===== config.mk =====
export PLATFORM = sky130hd
export DESIGN_NAME = ram_line_cache_reader
export DESIGN_NICKNAME = d
export VERILOG_FILES = /design/src/rtl/ram_reader_pkg.sv /design/src/rtl/ram_line_store.sv /design/src/rtl/ram_line_cache_reader.sv
export SDC_FILE = /design/constraint.sdc
export NUM_CORES = 1
export LEC_CHECK = 0
export ABC_AREA = 1
export ABC_CLOCK_PERIOD_IN_PS = 5300
export CORE_UTILIZATION = 40
export CTS_CLUSTER_SIZE = 30
export DETAILED_ROUTE_END_ITERATION = 6
export GPL_TIMING_DRIVEN = 0
export PLACE_DENSITY_LB_ADDON = 0.3
export SYNTH_ARGS = -nofsm -noshare
export SYNTH_HDL_FRONTEND = slang
export SYNTH_SLANG_ARGS = --single-unit

===== constraint.sdc =====
create_clock -name clk -period 5.3 [get_ports clk]
set_input_delay 1.59 -clock clk [delete_from_list [all_inputs] [get_ports clk]]
set_output_delay 1.59 -clock clk [all_outputs]
set_load 0.01 [all_outputs]

===== src/rtl/ram_reader_pkg.sv =====
// Shared types for the line-cache reader: FSM state encoding and MIG command codes.
package ram_reader_pkg;

  typedef enum logic [1:0] {
    ST_IDLE,
    ST_ISSUE,
    ST_FILL,
    ST_RESP
  } state_t;

  localparam logic [2:0] CMD_READ  = 3'b001;
  localparam logic [2:0] CMD_WRITE = 3'b000;

endpackage


===== src/rtl/ram_line_store.sv =====
// Direct-mapped line storage: per-line valid/tag plus line data written one beat at a time.
module ram_line_store #(
  parameter int LINES  = 4,
  parameter int IDX_W  = 2,
  parameter int TAG_W  = 22,
  parameter int DATA_W = 64,
  parameter int BEATS  = 2,
  parameter int BEAT_W = 1
) (
  input  logic                      clk,
  input  logic                      reset_n,
  input  logic [IDX_W-1:0]          rd_idx,
  output logic                      rd_valid,
  output logic [TAG_W-1:0]          rd_tag,
  output logic [DATA_W*BEATS-1:0]   rd_line,
  input  logic                      wr_en,
  input  logic [IDX_W-1:0]          wr_idx,
  input  logic [BEAT_W-1:0]         wr_beat,
  input  logic [DATA_W-1:0]         wr_data,
  input  logic                      set_en,
  input  logic [TAG_W-1:0]          set_tag,
  input  logic                      clr_all
);

  logic [DATA_W*BEATS-1:0] data_q [LINES];
  logic [TAG_W-1:0]        tag_q  [LINES];
  logic [TAG_W-1:0]        tag_d  [LINES];
  logic [LINES-1:0]        valid_q;
  logic [LINES-1:0]        valid_d;

  always_comb begin
    valid_d = valid_q;
    tag_d   = tag_q;
    if (clr_all) begin
      valid_d = '0;
    end else if (set_en) begin
      valid_d[wr_idx] = 1'b1;
      tag_d[wr_idx]   = set_tag;
    end
  end

  always_ff @(posedge clk or negedge reset_n) begin
    if (!reset_n) begin
      valid_q <= '0;
      for (int i = 0; i < LINES; i++) tag_q[i] <= '0;
    end else begin
      valid_q <= valid_d;
      tag_q   <= tag_d;
    end
  end

  // Line data needs no reset: it is only observed behind a set valid bit.
  always_ff @(posedge clk) begin
    if (wr_en) data_q[wr_idx][int'(wr_beat)*DATA_W +: DATA_W] <= wr_data;
  end

  assign rd_valid = valid_q[rd_idx];
  assign rd_tag   = tag_q[rd_idx];
  assign rd_line  = data_q[rd_idx];

endmodule


===== src/rtl/ram_line_cache_reader.sv =====
// Read-only direct-mapped line cache in front of a MIG read channel.
// state    | meaning
// IDLE     | ready for a request; hits answered the next cycle
// ISSUE    | read command held on the MIG until ram_rdy
// FILL     | collecting read beats into the line
// RESP     | response from the freshly filled line is on rsp_*
module ram_line_cache_reader
  import ram_reader_pkg::*;
#(
  parameter int ADDR_W = 27,
  parameter int DATA_W = 64,
  parameter int BEATS  = 2,
  parameter int WORD_W = 16,
  parameter int LINES  = 4
) (
  input  logic              clk,
  input  logic              reset_n,
  input  logic              req_valid,
  output logic              req_ready,
  input  logic [ADDR_W-1:0] req_addr,
  output logic              rsp_valid,
  output logic [WORD_W-1:0] rsp_data,
  input  logic              flush,
  output logic [ADDR_W-1:0] ram_address,
  output logic [2:0]        ram_cmd,
  output logic              ram_en,
  input  logic              ram_rdy,
  input  logic              ram_rd_valid,
  input  logic              ram_rd_data_end,
  input  logic [DATA_W-1:0] ram_rd_data,
  output logic [15:0]       hit_cnt,
  output logic [15:0]       miss_cnt
);

  localparam int LINE_W   = DATA_W * BEATS;
  localparam int WPL      = LINE_W / WORD_W;
  localparam int WSEL_LOG = $clog2(WPL);
  localparam int WSEL_W   = (WSEL_LOG > 0) ? WSEL_LOG : 1;
  localparam int IDX_LOG  = $clog2(LINES);
  localparam int IDX_W    = (IDX_LOG > 0) ? IDX_LOG : 1;
  localparam int TAG_W    = ADDR_W - WSEL_LOG - IDX_LOG;
  localparam int BEAT_W   = (BEATS > 1) ? $clog2(BEATS) : 1;
  localparam logic [BEAT_W-1:0] LAST_BEAT = BEAT_W'(BEATS - 1);
  localparam logic [ADDR_W-1:0] LINE_MASK = ~ADDR_W'(WPL - 1);

  function automatic logic [IDX_W-1:0] idx_of(input logic [ADDR_W-1:0] a);
    return IDX_W'((a >> WSEL_LOG) & ADDR_W'(LINES - 1));
  endfunction

  function automatic logic [TAG_W-1:0] tag_of(input logic [ADDR_W-1:0] a);
    return TAG_W'(a >> (WSEL_LOG + IDX_LOG));
  endfunction

  function automatic logic [WORD_W-1:0] word_of(input logic [LINE_W-1:0] l,
                                                input logic [ADDR_W-1:0] a);
    logic [WSEL_W-1:0] w;
    w = WSEL_W'(a & ADDR_W'(WPL - 1));
    return l[int'(w)*WORD_W +: WORD_W];
  endfunction

  state_t              state_q, state_d;
  logic [ADDR_W-1:0]   req_addr_q, req_addr_d;
  logic [BEAT_W-1:0]   beat_q, beat_d;
  logic                flush_pend_q, flush_pend_d;
  logic                rsp_valid_q, rsp_valid_d;
  logic [WORD_W-1:0]   rsp_data_q, rsp_data_d;
  logic                ram_en_q, ram_en_d;
  logic [2:0]          ram_cmd_q, ram_cmd_d;
  logic [ADDR_W-1:0]   ram_address_q, ram_address_d;
  logic [15:0]         hit_cnt_q, hit_cnt_d;
  logic [15:0]         miss_cnt_q, miss_cnt_d;

  logic [IDX_W-1:0]    rd_idx;
  logic                rd_valid;
  logic [TAG_W-1:0]    rd_tag;
  logic [LINE_W-1:0]   rd_line;
  logic [LINE_W-1:0]   fill_line;
  logic                wr_en, set_en, clr_all, hit;

  ram_line_store #(
    .LINES(LINES), .IDX_W(IDX_W), .TAG_W(TAG_W),
    .DATA_W(DATA_W), .BEATS(BEATS), .BEAT_W(BEAT_W)
  ) u_store (
    .clk     (clk),
    .reset_n (reset_n),
    .rd_idx  (rd_idx),
    .rd_valid(rd_valid),
    .rd_tag  (rd_tag),
    .rd_line (rd_line),
    .wr_en   (wr_en),
    .wr_idx  (idx_of(req_addr_q)),
    .wr_beat (beat_q),
    .wr_data (ram_rd_data),
    .set_en  (set_en),
    .set_tag (tag_of(req_addr_q)),
    .clr_all (clr_all)
  );

  assign rd_idx = (state_q == ST_IDLE) ? idx_of(req_addr) : idx_of(req_addr_q);
  // A same-cycle flush wins over the hit check.
  assign hit    = rd_valid && (rd_tag == tag_of(req_addr)) && !flush;

  always_comb begin
    state_d       = state_q;
    req_addr_d    = req_addr_q;
    beat_d        = beat_q;
    flush_pend_d  = flush_pend_q;
    rsp_valid_d   = 1'b0;
    rsp_data_d    = rsp_data_q;
    ram_en_d      = ram_en_q;
    ram_cmd_d     = ram_cmd_q;
    ram_address_d = ram_address_q;
    hit_cnt_d     = hit_cnt_q;
    miss_cnt_d    = miss_cnt_q;
    wr_en         = 1'b0;
    set_en        = 1'b0;
    clr_all       = 1'b0;
    fill_line     = rd_line;
    fill_line[int'(beat_q)*DATA_W +: DATA_W] = ram_rd_data;

    case (state_q)
      ST_IDLE: begin
        clr_all = flush;
        if (req_valid) begin
          req_addr_d = req_addr;
          if (hit) begin
            rsp_valid_d = 1'b1;
            rsp_data_d  = word_of(rd_line, req_addr);
            if (hit_cnt_q != 16'hFFFF) hit_cnt_d = hit_cnt_q + 16'd1;
          end else begin
            state_d       = ST_ISSUE;
            ram_en_d      = 1'b1;
            ram_cmd_d     = CMD_READ;
            ram_address_d = req_addr & LINE_MASK;
            if (miss_cnt_q != 16'hFFFF) miss_cnt_d = miss_cnt_q + 16'd1;
          end
        end
      end
      ST_ISSUE: begin
        if (flush) flush_pend_d = 1'b1;
        if (ram_rdy) begin
          ram_en_d = 1'b0;
          beat_d   = '0;
          state_d  = ST_FILL;
        end
      end
      ST_FILL: begin
        if (flush) flush_pend_d = 1'b1;
        if (ram_rd_valid) begin
          wr_en = 1'b1;
          if (ram_rd_data_end) begin
            set_en      = 1'b1;
            rsp_valid_d = 1'b1;
            rsp_data_d  = word_of(fill_line, req_addr_q);
            state_d     = ST_RESP;
          end else if (beat_q != LAST_BEAT) begin
            beat_d = beat_q + 1'b1;
          end
        end
      end
      default: begin
        clr_all      = flush || flush_pend_q;
        flush_pend_d = 1'b0;
        state_d      = ST_IDLE;
      end
    endcase
  end

  always_ff @(posedge clk or negedge reset_n) begin
    if (!reset_n) begin
      state_q       <= ST_IDLE;
      req_addr_q    <= '0;
      beat_q        <= '0;
      flush_pend_q  <= 1'b0;
      rsp_valid_q   <= 1'b0;
      rsp_data_q    <= '0;
      ram_en_q      <= 1'b0;
      ram_cmd_q     <= CMD_WRITE;
      ram_address_q <= '0;
      hit_cnt_q     <= '0;
      miss_cnt_q    <= '0;
    end else begin
      state_q       <= state_d;
      req_addr_q    <= req_addr_d;
      beat_q        <= beat_d;
      flush_pend_q  <= flush_pend_d;
      rsp_valid_q   <= rsp_valid_d;
      rsp_data_q    <= rsp_data_d;
      ram_en_q      <= ram_en_d;
      ram_cmd_q     <= ram_cmd_d;
      ram_address_q <= ram_address_d;
      hit_cnt_q     <= hit_cnt_d;
      miss_cnt_q    <= miss_cnt_d;
    end
  end

  assign req_ready   = (state_q == ST_IDLE);
  assign rsp_valid   = rsp_valid_q;
  assign rsp_data    = rsp_data_q;
  assign ram_en      = ram_en_q;
  assign ram_cmd     = ram_cmd_q;
  assign ram_address = ram_address_q;
  assign hit_cnt     = hit_cnt_q;
  assign miss_cnt    = miss_cnt_q;

endmodule


==> impl_summary.log <==
[metrics] final weighted congestion in routability-driven placement: a little over 1
[metrics] final core utilization: 0.479
[metrics] number of buffers added on ports: 170
[metrics] largest net degree at the start of global routing: 113
[metrics] number of setup violations in the final report: 0
[metrics] final cell count without fillers: approximately 5000
[metrics] cell depth of the worst flop-to-flop path: 6
[metrics] leading cell type in the layout, fill and taps excluded: nand2_1
[metrics] worst slew margin relative to its limit: 0.125
[metrics] post-layout net count: ~4000
[metrics] CTS tree: yes
[metrics] via/cell ratio: about 5.7
[metrics] Power Density: 612 nW/um2
[metrics] area inside the core boundary: 82400 um2
[metrics] Worst Hold Margin: 472 ps
[metrics] cell with the largest stage delay on the worst path: clkbuf_1
[metrics] area growth from synthesis to layout: 18.0%
[metrics] data arrival at the endpoint of the critical path: around 5400 ps
[metrics] RR Endpoint: u_store.data_q[3][41]$_DFFE_PP_
[metrics] post_cts resized: 0
[metrics] biggest fanout along the worst timing path: 10
[metrics] cell area after technology mapping: approximately 33000 um2
[metrics] Achievable Freq: 208 MHz
[metrics] violated checks: design-rule violations
[metrics] source of the critical timing path: req_addr[3]
[metrics] initial antenna violation count: 2
[metrics] setup repair after global routing missed its margin: no
[metrics] Most Frequent Cell on Critical Path: nand3_1
[metrics] largest stage delay on the critical path: 810 ps
[metrics] minimum clock period: 4800 ps
[metrics] first-pass GRT wire length: 185000 um
[metrics] DPL Wire Length: 91800 um
[metrics] worst reg2reg path startpoint: beat_q$_DFFE_PN0P_
[metrics] worst setup path end: rsp_data[0]$_DFFE_PN0P_
[metrics] number of core rows: around 110
[metrics] via count of the first global-routing pass: between 20000 and 30000
[metrics] required time reported for the critical path endpoint: roughly 5900 ps
[metrics] fraction of registers with async set or reset after synthesis: 0.279
[metrics] worst setup skew after layout: ~32 ps
[metrics] Leakage: about 16 nW
[metrics] Skew-Pair Late Insertion Delay: roughly 650 ps
[metrics] buffer and inverter count on the worst path: 5
[metrics] cell chain of the critical path: clkdlybuf4s50_1 > inv_1 > nand2_1 > nand2_2 > buf_4 > buf_2 > clkbuf_1 > nand2_1 > nand3_1 > nand3_1 > nand3_1 > nand3_1 > nand3_1 > nand3_1 > nand2_1 > nand3_1 > nand2_1
[metrics] Unique masters post-synth: 32
[metrics] Synth Area per Inst: around 9.2 um2
[metrics] clock net sink count: 710
[metrics] total die area: between 80000 and 90000 um2
[metrics] sort of element at the end of the critical path: register
[metrics] first-iteration detailed-routing DRC count: around 4400
[metrics] final number of max-transition violations: 0
[metrics] global-route usage over all layers: 0.299
[metrics] synthesized instance count: ~3600
[metrics] period utilisation layout: 0.906
[metrics] largest voltage drop on the vdd net: approximately 0.39 mV
[metrics] pin slew with the least headroom to its limit: 1310 ps
[metrics] Post-synth EDFFs: 512
[metrics] Critical Setup Path Class: in -> reg
[metrics] number of cells on the critical path: 17
[metrics] portion of the post-synthesis area used by sequential elements: 0.608
[metrics] Synth Warn #: 0
[metrics] number of flip-flops and latches in the synthesized netlist: between 700 and 800
[metrics] first drt pass iteration count: 7
[metrics] CTS H-tree lvls: 3
[metrics] die span in y: just under 300 um
[metrics] result of the run: complete, but fails checks
[metrics] residual antenna-violating net count after detailed routing: 0
[metrics] kind of cell adding the most delay to the critical path: buffers and inverters
[metrics] final hold violations: 0
[metrics] category of the worst setup path launch point: primary input
[metrics] Starting Density: 0.406
[metrics] Detailed Route WL: ~130000 um
[metrics] CTS clk-pin slew, worst paths: approximately 60 ps
[metrics] drt drc: 1
[metrics] Worst R2R Setup Slack: ~1100 ps
[metrics] Hold-fix buffers, CTS: 0
[metrics] leftover overflow at the end of global routing: 0
[metrics] CTS root buf: clkbuf_16
[metrics] average wire length per cell after detail routing: around 25 um
[metrics] CTS Buf Count: about 80
[metrics] most frequent cells in the layout: 1160 x nand2_1, 748 x nand3_1, 512 x edfxtp_1, 247 x inv_1, 208 x o21ai_0
[metrics] worst min-delay path class: reg -> reg
[metrics] Die Width: 291 um
[metrics] vias: 28968
[metrics] Layout fillers: roughly 7600
[metrics] primary flip-flop cell chosen by synthesis mapping: edfxtp_1
[metrics] layout cell share with drive strength beyond 1: 0.0631
[metrics] post-CTS setup-driven buffer insertion count: 0
[metrics] number of placed instances, taps included: roughly 4900
[metrics] max cap viols: 0
[metrics] # diodes: 0
[metrics] maximum root-to-sink buffer count: 3
[metrics] Ports: approximately 180
==> tightest hold or removal path: cells and delay by family, from the launching register on <==
kind	cells	cell delay [ps]
flip-flops	1	340
AND/OR/NAND/NOR	2	100
==> per-stage QoR <==
step                TNS (ps)  area (um2)  total power, mW  setup slack, ps
floorplan                  0       33400             13.7              381
CTS                        0       39400             23.7              685
global route               0       39400             25.1              443
finish                     0       39400             24.1              499
global placement    -2678820       36500             18.3            -6000
detailed placement         0       36900             18.4             36.7
==> area by class of cell <==
type | instances | area [um2] | share of cell area
well taps | 1070 | 1340 | 0.0340
inverters | 257 | 965 | 0.0245
flip-flops and latches | 710 | 20300 | 0.516
multi-input cells | 2448 | 11200 | 0.283
repair buffers | 188 | 2090 | 0.0530
plain buffers | 231 | 1050 | 0.0265
clock buffers | 101 | 2120 | 0.0538
clock inverters | 42 | 380 | 0.00965
==> cell families (layout without fill, tap and decap cells) <==
kind of cell,Yosys count,in the layout,share of synthesized area
xor gates and xnor gates,15,15,0.00393
buffers and inverters,488,819,0.0602
AOI/OAI and AO/OA,263,263,0.0429
adders and majority gates,7,7,0.00262
and+or+nand+nor,2158,2158,0.282
DFF,710,710,0.608
other,1,5,0.000112
==> report_power, final <==
group / internal, mW / total, mW / switching (mW)
logic: 3.03 / 11.5 / 8.49
clock network: 3.04 / 5.38 / 2.34
registers: 6.88 / 7.24 / 0.359
==> routing by layer <==
metal	part of all wire	vias to the layer above	track usage
li1	-	12820	-
met1	0.39	13950	0.401
met2	0.44	1835	0.453
met3	0.11	363	0.0567
met4	0.061	0	0.170
met5	0	-	0
==> cell usage after synthesis, drive strengths merged, types with 7 or more instances <==
cell / instances / area (um2)
a21oi: 15 / 75.1
buf: 113 / 603
clkbuf: 118 / 443
dfrtp: 198 / 4950
edfxtp: 512 / 15400
ha: 7 / 87.6
inv: 255 / 957
nand2: 1167 / 4410
nand3: 749 / 3750
nand3b: 65 / 488
nand4: 19 / 119
nor2: 139 / 544
nor3: 14 / 70.1
o211ai: 37 / 278
o21ai: 210 / 1070
xnor2: 9 / 78.8
==> how the worst min path moves through the flow <==
stage	cells past startpoint	to	from
after global placement	2	rsp_data[15]$_DFFE_PN0P_	rsp_data[15]$_DFFE_PN0P_
after global routing	2	rsp_data[3]$_DFFE_PN0P_	rsp_data[3]$_DFFE_PN0P_
after detailed placement	2	rsp_data[13]$_DFFE_PN0P_	rsp_data[13]$_DFFE_PN0P_
after floorplan	2	u_store.valid_q[1]$_DFFE_PN0P_	u_store.valid_q[1]$_DFFE_PN0P_
after CTS	2	rsp_data[13]$_DFFE_PN0P_	rsp_data[13]$_DFFE_PN0P_
final	2	rsp_data[15]$_DFFE_PN0P_	rsp_data[15]$_DFFE_PN0P_
==> state kept, by name (all words and copies together), names as in the netlist, 2 cells and up <==
signal / count
u_store.data_q: 512
u_store.tag_q: 88
ram_address: 24
rsp_data: 16
req_addr_q: 27
hit_cnt: 16
miss_cnt: 16
state_q: 2
u_store.valid_q: 4
Power figures use the tool's default switching activity.
